$ cat src/rtl/pcm_rx_pkg.sv
// pcm_rx_pkg: shared state encoding, counter widths and sync-width helpers for the PCM receiver.
package pcm_rx_pkg;
    localparam logic [2:0] ST_HUNT  = 3'b001;
    localparam logic [2:0] ST_DATA  = 3'b010;
    localparam logic [2:0] ST_CHECK = 3'b100;
    localparam int FRAME_CNT_W = 32;
    localparam int ERR_CNT_W   = 16;

    // number_i counts down: 0 selects a 4-byte sync, 3 selects a 1-byte sync
    function automatic logic [5:0] sync_width(input logic [1:0] number);
        return {3'd4 - {1'b0, number}, 3'b000};
    endfunction

    function automatic logic [31:0] sync_mask(input logic [5:0] w);
        return 32'hFFFF_FFFF >> (6'd32 - w);
    endfunction
endpackage

$ cat src/rtl/pcm_edge_sync.sv
// pcm_edge_sync: synchronizes PCM clock/data into clk_i and strobes one sampled bit per selected PCM clock edge.
module pcm_edge_sync (
    input  logic clk_i,
    input  logic rst_n_i,
    input  logic pcm_clk_i,
    input  logic pcm_data_i,
    input  logic edge_i,
    output logic strobe_o,
    output logic bit_o
);
    logic [1:0] clk_sync;
    logic [1:0] dat_sync;
    logic       clk_prev;

    always_ff @(posedge clk_i or negedge rst_n_i) begin
        if (!rst_n_i) begin
            clk_sync <= '0;
            dat_sync <= '0;
            clk_prev <= 1'b0;
            strobe_o <= 1'b0;
            bit_o    <= 1'b0;
        end else begin
            clk_sync <= {clk_sync[0], pcm_clk_i};
            dat_sync <= {dat_sync[0], pcm_data_i};
            clk_prev <= clk_sync[1];
            strobe_o <= edge_i ? (clk_sync[1] & ~clk_prev) : (~clk_sync[1] & clk_prev);
            bit_o    <= dat_sync[1];
        end
    end
endmodule

$ cat src/rtl/pcm_receiver.sv
// pcm_receiver: PCM sync hunt, flywheel frame lock and byte delivery.
// Define PCM_RX_PATTERN_CHECK_EN to build the incrementing test-pattern checker.
module pcm_receiver
    import pcm_rx_pkg::*;
(
    input  logic        clk_i,
    input  logic        rst_n_i,
    input  logic        enable_i,
    input  logic        pcm_clk_i,
    input  logic        pcm_data_i,
    input  logic        edge_i,
    input  logic [31:0] code_i,
    input  logic [1:0]  number_i,
    input  logic [15:0] frame_len_i,
    input  logic [3:0]  miss_limit_i,
    output logic [7:0]  byte_o,
    output logic        byte_valid_o,
    output logic        frame_start_o,
    output logic        frame_end_o,
    output logic        lock_o,
    output logic [31:0] frame_cnt_o,
    output logic [15:0] sync_err_cnt_o,
    output logic [15:0] pat_err_cnt_o
);
    logic        strobe;
    logic        sbit;
    logic [2:0]  state;
    logic [31:0] shreg;
    logic [2:0]  bit_cnt;
    logic [15:0] byte_cnt;
    logic [5:0]  chk_cnt;
    logic [4:0]  miss_cnt;
    logic [5:0]  w;
    logic [31:0] shnext;
    logic [15:0] last_byte;
    logic        sync_hit;

    pcm_edge_sync u_edge_sync (
        .clk_i      (clk_i),
        .rst_n_i    (rst_n_i),
        .pcm_clk_i  (pcm_clk_i),
        .pcm_data_i (pcm_data_i),
        .edge_i     (edge_i),
        .strobe_o   (strobe),
        .bit_o      (sbit)
    );

    always_comb begin
        w         = sync_width(number_i);
        shnext    = {shreg[30:0], sbit};
        sync_hit  = ((shnext ^ code_i) & sync_mask(w)) == 32'h0;
        last_byte = (frame_len_i == 16'd0) ? 16'd0 : frame_len_i - 16'd1;
    end

    always_ff @(posedge clk_i or negedge rst_n_i) begin
        if (!rst_n_i) begin
            state          <= ST_HUNT;
            shreg          <= '0;
            bit_cnt        <= '0;
            byte_cnt       <= '0;
            chk_cnt        <= '0;
            miss_cnt       <= '0;
            byte_o         <= '0;
            byte_valid_o   <= 1'b0;
            frame_start_o  <= 1'b0;
            frame_end_o    <= 1'b0;
            lock_o         <= 1'b0;
            frame_cnt_o    <= '0;
            sync_err_cnt_o <= '0;
        end else begin
            byte_valid_o  <= 1'b0;
            frame_start_o <= 1'b0;
            frame_end_o   <= 1'b0;
            if (strobe) shreg <= shnext;
            if (!enable_i) begin
                state    <= ST_HUNT;
                bit_cnt  <= '0;
                byte_cnt <= '0;
                chk_cnt  <= '0;
                miss_cnt <= '0;
                lock_o   <= 1'b0;
            end else if (strobe) begin
                if (state == ST_HUNT) begin
                    if (sync_hit) begin
                        state    <= ST_DATA;
                        bit_cnt  <= '0;
                        byte_cnt <= '0;
                    end
                end else if (state == ST_DATA) begin
                    bit_cnt <= bit_cnt + 3'd1;
                    if (bit_cnt == 3'd7) begin
                        byte_o        <= shnext[7:0];
                        byte_valid_o  <= 1'b1;
                        frame_start_o <= byte_cnt == 16'd0;
                        frame_end_o   <= byte_cnt == last_byte;
                        byte_cnt      <= byte_cnt + 16'd1;
                        if (byte_cnt == last_byte) begin
                            frame_cnt_o <= frame_cnt_o + 32'd1;
                            byte_cnt    <= '0;
                            chk_cnt     <= '0;
                            state       <= ST_CHECK;
                        end
                    end
                end else begin
                    chk_cnt <= chk_cnt + 6'd1;
                    // compare only once the whole sync word has been shifted in
                    if (chk_cnt == w - 6'd1) begin
                        state   <= ST_DATA;
                        bit_cnt <= '0;
                        if (sync_hit) begin
                            lock_o   <= 1'b1;
                            miss_cnt <= '0;
                        end else begin
                            if (sync_err_cnt_o != {ERR_CNT_W{1'b1}}) sync_err_cnt_o <= sync_err_cnt_o + 16'd1;
                            miss_cnt <= miss_cnt + 5'd1;
                            if (miss_cnt + 5'd1 > {1'b0, miss_limit_i}) begin
                                state  <= ST_HUNT;
                                lock_o <= 1'b0;
                            end
                        end
                    end
                end
            end
        end
    end

`ifdef PCM_RX_PATTERN_CHECK_EN
    logic [7:0] pat_prev;
    logic       pat_seeded;

    // the first byte after a fresh sync acquisition only seeds the expectation
    always_ff @(posedge clk_i or negedge rst_n_i) begin
        if (!rst_n_i) begin
            pat_prev      <= '0;
            pat_seeded    <= 1'b0;
            pat_err_cnt_o <= '0;
        end else if (state == ST_HUNT) begin
            pat_seeded <= 1'b0;
        end else if (byte_valid_o) begin
            pat_prev   <= byte_o;
            pat_seeded <= 1'b1;
            if (pat_seeded && byte_o != pat_prev + 8'd1 && pat_err_cnt_o != {ERR_CNT_W{1'b1}})
                pat_err_cnt_o <= pat_err_cnt_o + 16'd1;
        end
    end
`else
    assign pat_err_cnt_o = '0;
`endif
endmodule

$ cat config.mk
export PLATFORM = sky130hd
export DESIGN_NAME = pcm_receiver
export DESIGN_NICKNAME = d
export VERILOG_FILES = /design/src/rtl/pcm_rx_pkg.sv /design/src/rtl/pcm_edge_sync.sv /design/src/rtl/pcm_receiver.sv
export SDC_FILE = /design/constraint.sdc
export NUM_CORES = 1
export LEC_CHECK = 0
export BUFFER_PORTS_ARGS = -buffer_cell sky130_fd_sc_hd__buf_2
export CORE_AREA = 2 2 139 141
export CTS_CLUSTER_SIZE = 10
export DETAILED_ROUTE_END_ITERATION = 16
export DIE_AREA = 0 0 141 143
export PLACE_DENSITY = 0.61
export SLEW_MARGIN = 5
export SYNTH_ARGS = -nofsm -noshare
export SYNTH_HDL_FRONTEND = slang
export SYNTH_HIERARCHICAL = 1
export SYNTH_SLANG_ARGS = --single-unit
$ cat constraint.sdc
create_clock -name clk_i -period 2.43 [get_ports clk_i]
set_input_delay 0.1215 -clock clk_i [delete_from_list [all_inputs] [get_ports clk_i]]
set_output_delay 0.1215 -clock clk_i [all_outputs]
set_load 0.005 [all_outputs]
Yosys cells after proc, flatten, opt, wreduce, memory -nomap -nowiden
Cells that the tools add are included.
Word-level totals
  bits in registers: 131
  input bits: 60
  logic and storage cells: 129
Cells by class
  add/sub/neg operators: 10
  order comparisons: 1
  eq/ne operators: 19
  shifts and indexed selects: 1
  multiplexer cells: 59
  bitwise logic cells: 9
  reductions and logical operators: 12
Operator list (count)
  $mux 16: 8
  $mux 3: 14
  $mux 6: 6
  $add 16x1->16 const B: 2
  $add 32x1->32 const B: 1
  $and 32x32->32: 1
  $logic_not 16->1: 2
  $logic_not 32->1: 1
  $shr 32x6->32 const A: 1
  $xor 32x32->32: 1
  $mux 5: 6
  $mux 1: 23
  $eq 16x16->1: 1
  $ne 16x16->1 const B: 1
  $sub 16x1->16 const B: 1
  $reduce_and 5->1: 3
  $reduce_and 4->1: 3
  $ne 3x1->1 const B: 3
  $ne 4x3->1 const B: 2
  $reduce_and 7->1: 1
  $add 6x1->6 const B: 1
  $eq 6x6->1: 1
  $ne 3x2->1 const B: 2
  $reduce_and 6->1: 1
  other kinds (17): 25

Depth between registers and ports, before layout
  depth in word-level cells: 11
  mapped depth: 13
  mapped depth without buffers: 11

Cells and area by module
Netlist, hierarchy kept.
Modules (own cells, without submodules)
  pcm_receiver: instances 1, cells an instance 740, area each 7173.1 sq um
  pcm_edge_sync: instances 1, cells an instance 10, area each 197.7 sq um

Worst setup path after synthesis
No wires, ideal clock.
  kind: input to register
  start: in frame_len_i[0]
  end: reg frame_cnt_o[28]
  arrival time: 2.715 ns
  data required time: 2.351 ns
  path slack: -0.364 ns
  stages on the path: 12
  path buffers: 2
  cell sequence: inv_1 ha_1 nor3b_2 xnor2_1 or3_1 mux2_1 o32a_1 or4_4 buf_6 buf_6 nor4_2 xor2_1
Between the ends
  longest elaborated chain between the ends: 4
  elaborated cells on any way between the ends: 5
RTL lines
  start, declared: line pcm_receiver.sv:14  | input logic [15:0] frame_len_i,
  $sub 16x1->16 or $logic_not 16->1 (tied branches): line pcm_receiver.sv:52  | last_byte = (frame_len_i == 16'd0) ? 16'd0 : frame_len_i - 16'd1;
  $mux 16 *: line pcm_receiver.sv:52
  $eq 16x16->1 *: line pcm_receiver.sv:97  | if (byte_cnt == last_byte) begin
  $reduce_and 6->1 (no line) *
  end signal, assigned: line pcm_receiver.sv:98  | frame_cnt_o <= frame_cnt_o + 32'd1;
  end, declared: line pcm_receiver.sv:21  | output logic [31:0] frame_cnt_o,
Every way passes the cells marked *; elsewhere a longest branch is shown, timed or not.
A chain may end at the register's enable or synchronous reset.

Final worst setup path
  start: reg byte_cnt[1]
  end: reg frame_cnt_o[24]
Between the ends
  longest elaborated chain between the ends: 2
RTL lines
  start, declared: line pcm_receiver.sv:30  | logic [15:0] byte_cnt;
  start signal, assigned: line pcm_receiver.sv:96  | byte_cnt <= byte_cnt + 16'd1;
  $eq 16x16->1: line pcm_receiver.sv:97
  $reduce_and 6->1 (no line)
No other way between the ends.

==> results by group <==
Placed design
  – Cell Count Post-Placement: 1,182
  – Placed Instance Area: 9150 um^2
  – Final HPWL DP: about 13,000 um
  – IO buf count: roughly 120
  – Routability cong.: around 0.87

Drt
  – DRT iter0 DRCs: 341
  – Via-to-Cell Ratio: between 5 and 6
  – DRC Markers: 0
  – Final wirelength: 18,200 um
  – First-pass DRT Iterations: 5
  – Routed len/inst: 14.8 um
  – Post-DRT Antenna Nets: 0
  – Vias: about 6,300

Status
  – Status: finished, violations left
  – Failing checks: negative setup slack

STA
  – RSZ-0062 raised after global routing: true
  – Fin crit period: 2660 ps
  – Final hold vios: 0
  – Final setup viols: 52
  – Slew @ Worst Pin: approximately 1200 ps
  – Final clock skew: 14.1 ps
  – Final worst slack: -226 ps
  – Rel. slew slack: 17.0%
  – Max-slew violation count: 0
  – Max Clk Rate: 376 MHz
  – Period utilization: 109%

Cells and area
  – Layout overhead on the synthesized area: 38.7%
  – Fraction of layout cells with a size suffix above 1: 39.8%
  – Non-filler instance count after layout: 1,232
  – Fin area: 10,200 um^2
  – Antenna diode count: 0
  – Nets: 1,062

Setup path
  – Worst Path Class, Setup: reg2reg
  – Crit path max fanout: 6
  – Arr. time, crit path: 3010 ps
  – Worst R2R Start: byte_cnt[1]
  – Worst r2r path cells: 10
  – Worst R2R Setup Slack: -230 ps
  – CP required: 2780 ps
  – Reg-to-reg endpoint: frame_cnt_o[24]
  – Critical path capture point type: register
  – Startpoint types: register

CTS
  – Clk sinks: 131
  – Total CTS buffers: 17
  – Deepest clock path buffer count: 2
  – H-tree levels: 4
  – Clock slew at reported path FFs: 60 ps
  – Clk_lat worst skew: 420 ps
  – Clock Tree Root: clkbuf_16
  – Clock tree from TritonCTS: built

Power
  – Pleak: 0.00503 uW
  – Max rail drop VDD: 0.402 mV
  – Pwr per Cell Area: 537 nW/um^2

Worst hold path
  – Tightest Hold Check Type: in2async

Floorplan
  – Initial core utilization: 39.7%
  – Chip Height: 143 um
  – Core ar.: ~19,000 um^2
  – Die ar.: ~20,000 um^2
  – IO Count: 136
  – Die width: 141 um
  – Site Rows: 50

GRT
  – Largest net degree at the start of global routing: 70
  – Global-route wire length before repair: 30,200 um
  – Number of global-route vias before repair: 6,134
  – Tot GR Track Use: approximately 19%
  – Initial antenna violation count: 0
  – GRT Residual Overflow: 0

Logic synthesis
  – Post-synth EDFFs: 0
  – Post-Synthesis Cells: 750
  – Post-synthesis sequential area ratio: 44.5%
  – Unique masters post-synth: 63
  – Asr flop ratio synth: 100%
  – Post-Syn Area: 7370 um^2
  – #FFs+latches synth: around 130
  – Top FF cell, synth: dfrtp_1
  – Number of synthesis warnings: 6
  – Mean Syn Cell Area: between 9 and 10 um^2

Job
  – Max-cap viol count: 0
[layout make-up]
| type | count | area, um^2 |
|---|---|---|
| clock buffer | 18 | 429 |
| clock inverter | 13 | 136 |
| fill | 1656 | 8360 |
| inverter | 30 | 130 |
| multi-input combinational | 557 | 4290 |
| sequential | 131 | 3280 |
| tap | 234 | 293 |
| timing repair buffer | 249 | 1660 |
[per-stage QoR]
step	setup WS, ps	hold WS, ps	TNS (ps)	utilization (%)	power, uW
finish	-226	155	-6900	55.0	5490
global route	-327	173	-12620	55.0	5740
CTS	-202	138	-4940	53.1	5540
detailed placement	-692	37.9	-27400	49.3	3050
global placement	-595	35.4	-23740	49.3	3040
floorplan	-187	-174	-5770	-	2810
[flip-flops by register name, indices dropped and copies added (netlist names), 2 cells and up]
name / count
bit_cnt: 3
byte_cnt: 16
byte_o: 8
chk_cnt: 6
frame_cnt_o: 32
miss_cnt: 5
shreg: 31
state: 3
sync_err_cnt_o: 16
u_edge_sync/clk_sync: 2
u_edge_sync/dat_sync: 2
[cells in the final DEF (no fill, tap or decap), types with 5 or more instances in the layout]
master / count
o21ai_1: 5
o22ai_1: 7
ha_1: 15
o21ai_0: 15
inv_1: 28
a31oi_1: 11
xnor2_1: 67
xnor2_2: 7
a21oi_1: 11
dfrtp_1: 129
mux2_2: 33
nor2_1: 27
nor3_1: 11
nand4_1: 34
buf_4: 119
nor4_4: 12
conb_1: 16
buf_6: 5
xor2_1: 34
nor3_2: 21
nand2b_1: 5
nand2_1: 76
nor2_2: 5
clkbuf_16: 18
buf_2: 117
nand3_1: 46
and3_1: 11
[power breakdown]
part / switching (uW) / internal, uW / total, uW
sequential: 130 / 2300 / 2430
clock: 958 / 1500 / 2460
combinational: 262 / 339 / 601
[cell families (layout without fill, tap and decap cells)]
logic type / after synthesis / in the layout / synth area share, %
AO/OA/AOI/OAI: 79 / 79 / 7.01
AND/OR/NAND/NOR: 300 / 300 / 22.2
flip-flops: 131 / 131 / 44.5
multiplexers: 37 / 37 / 5.62
adder cells (fa/ha/maj): 16 / 16 / 2.72
buffers and inverters: 77 / 310 / 4.97
XOR/XNOR: 109 / 109 / 13.0
other: 1 / 16 / 0.0509
[synthesized netlist by cell type (all sizes together), types with 22 or more instances]
library cell / number / area share [%]
inv: 30 / 1.5
mux2: 35 / 5.3
xnor2: 74 / 8.8
nand2: 78 / 4.0
nor2: 33 / 1.7
xor2: 35 / 4.2
buf: 24 / 2.3
nand3: 48 / 3.3
nand4: 34 / 2.9
dfrtp: 130 / 44
o21ai: 22 / 1.5
nor3: 35 / 2.5
clkbuf: 23 / 1.2
[what timing repair did]
item | CTS | global route
hold buffers | 4 | 0
endpoints found under the hold margin | 39 | 0
buffers inserted | 1 | 13
pin swaps | 3 | 26
resized for setup | 22 | 46
setup endpoints to repair | 58 | 67
cloned | 0 | 1
[worst max-delay path by stage]
stage	from	to	slack (ps)
2_1_floorplan	frame_len_i[1]	frame_cnt_o[28]	-190
3_3_place_gp	frame_len_i[1]	frame_cnt_o[24]	-600
3_5_place_dp	frame_len_i[1]	frame_cnt_o[22]	-690
4_1_cts	byte_cnt[12]	frame_cnt_o[30]	-200
5_1_grt	byte_cnt[1]	frame_cnt_o[30]	-330
6_report	byte_cnt[1]	frame_cnt_o[24]	-230
[critical path, stage by stage (launching register included)]
cell and delay (ps):
dfrtp_1 390, nor4bb_1 310, a31oi_1 80, nor2_1 130, o31ai_2 100, nor4b_4 240, nand2_1 80, or4_4 610
clkbuf_16 210, nor4_2 290, xor2_1 160
[routing by layer]
metal / vias to the layer above / GRT usage [%] / part of all wire [%]
met5: - / 0 / 0
met4: 0 / 6.42 / 1.9
met3: 33 / 3.76 / 3.5
met2: 143 / 29.4 / 47
met1: 3001 / 25.5 / 47
li1: 3106 / - / -
No activity file was read; power rests on OpenSTA's default activity.
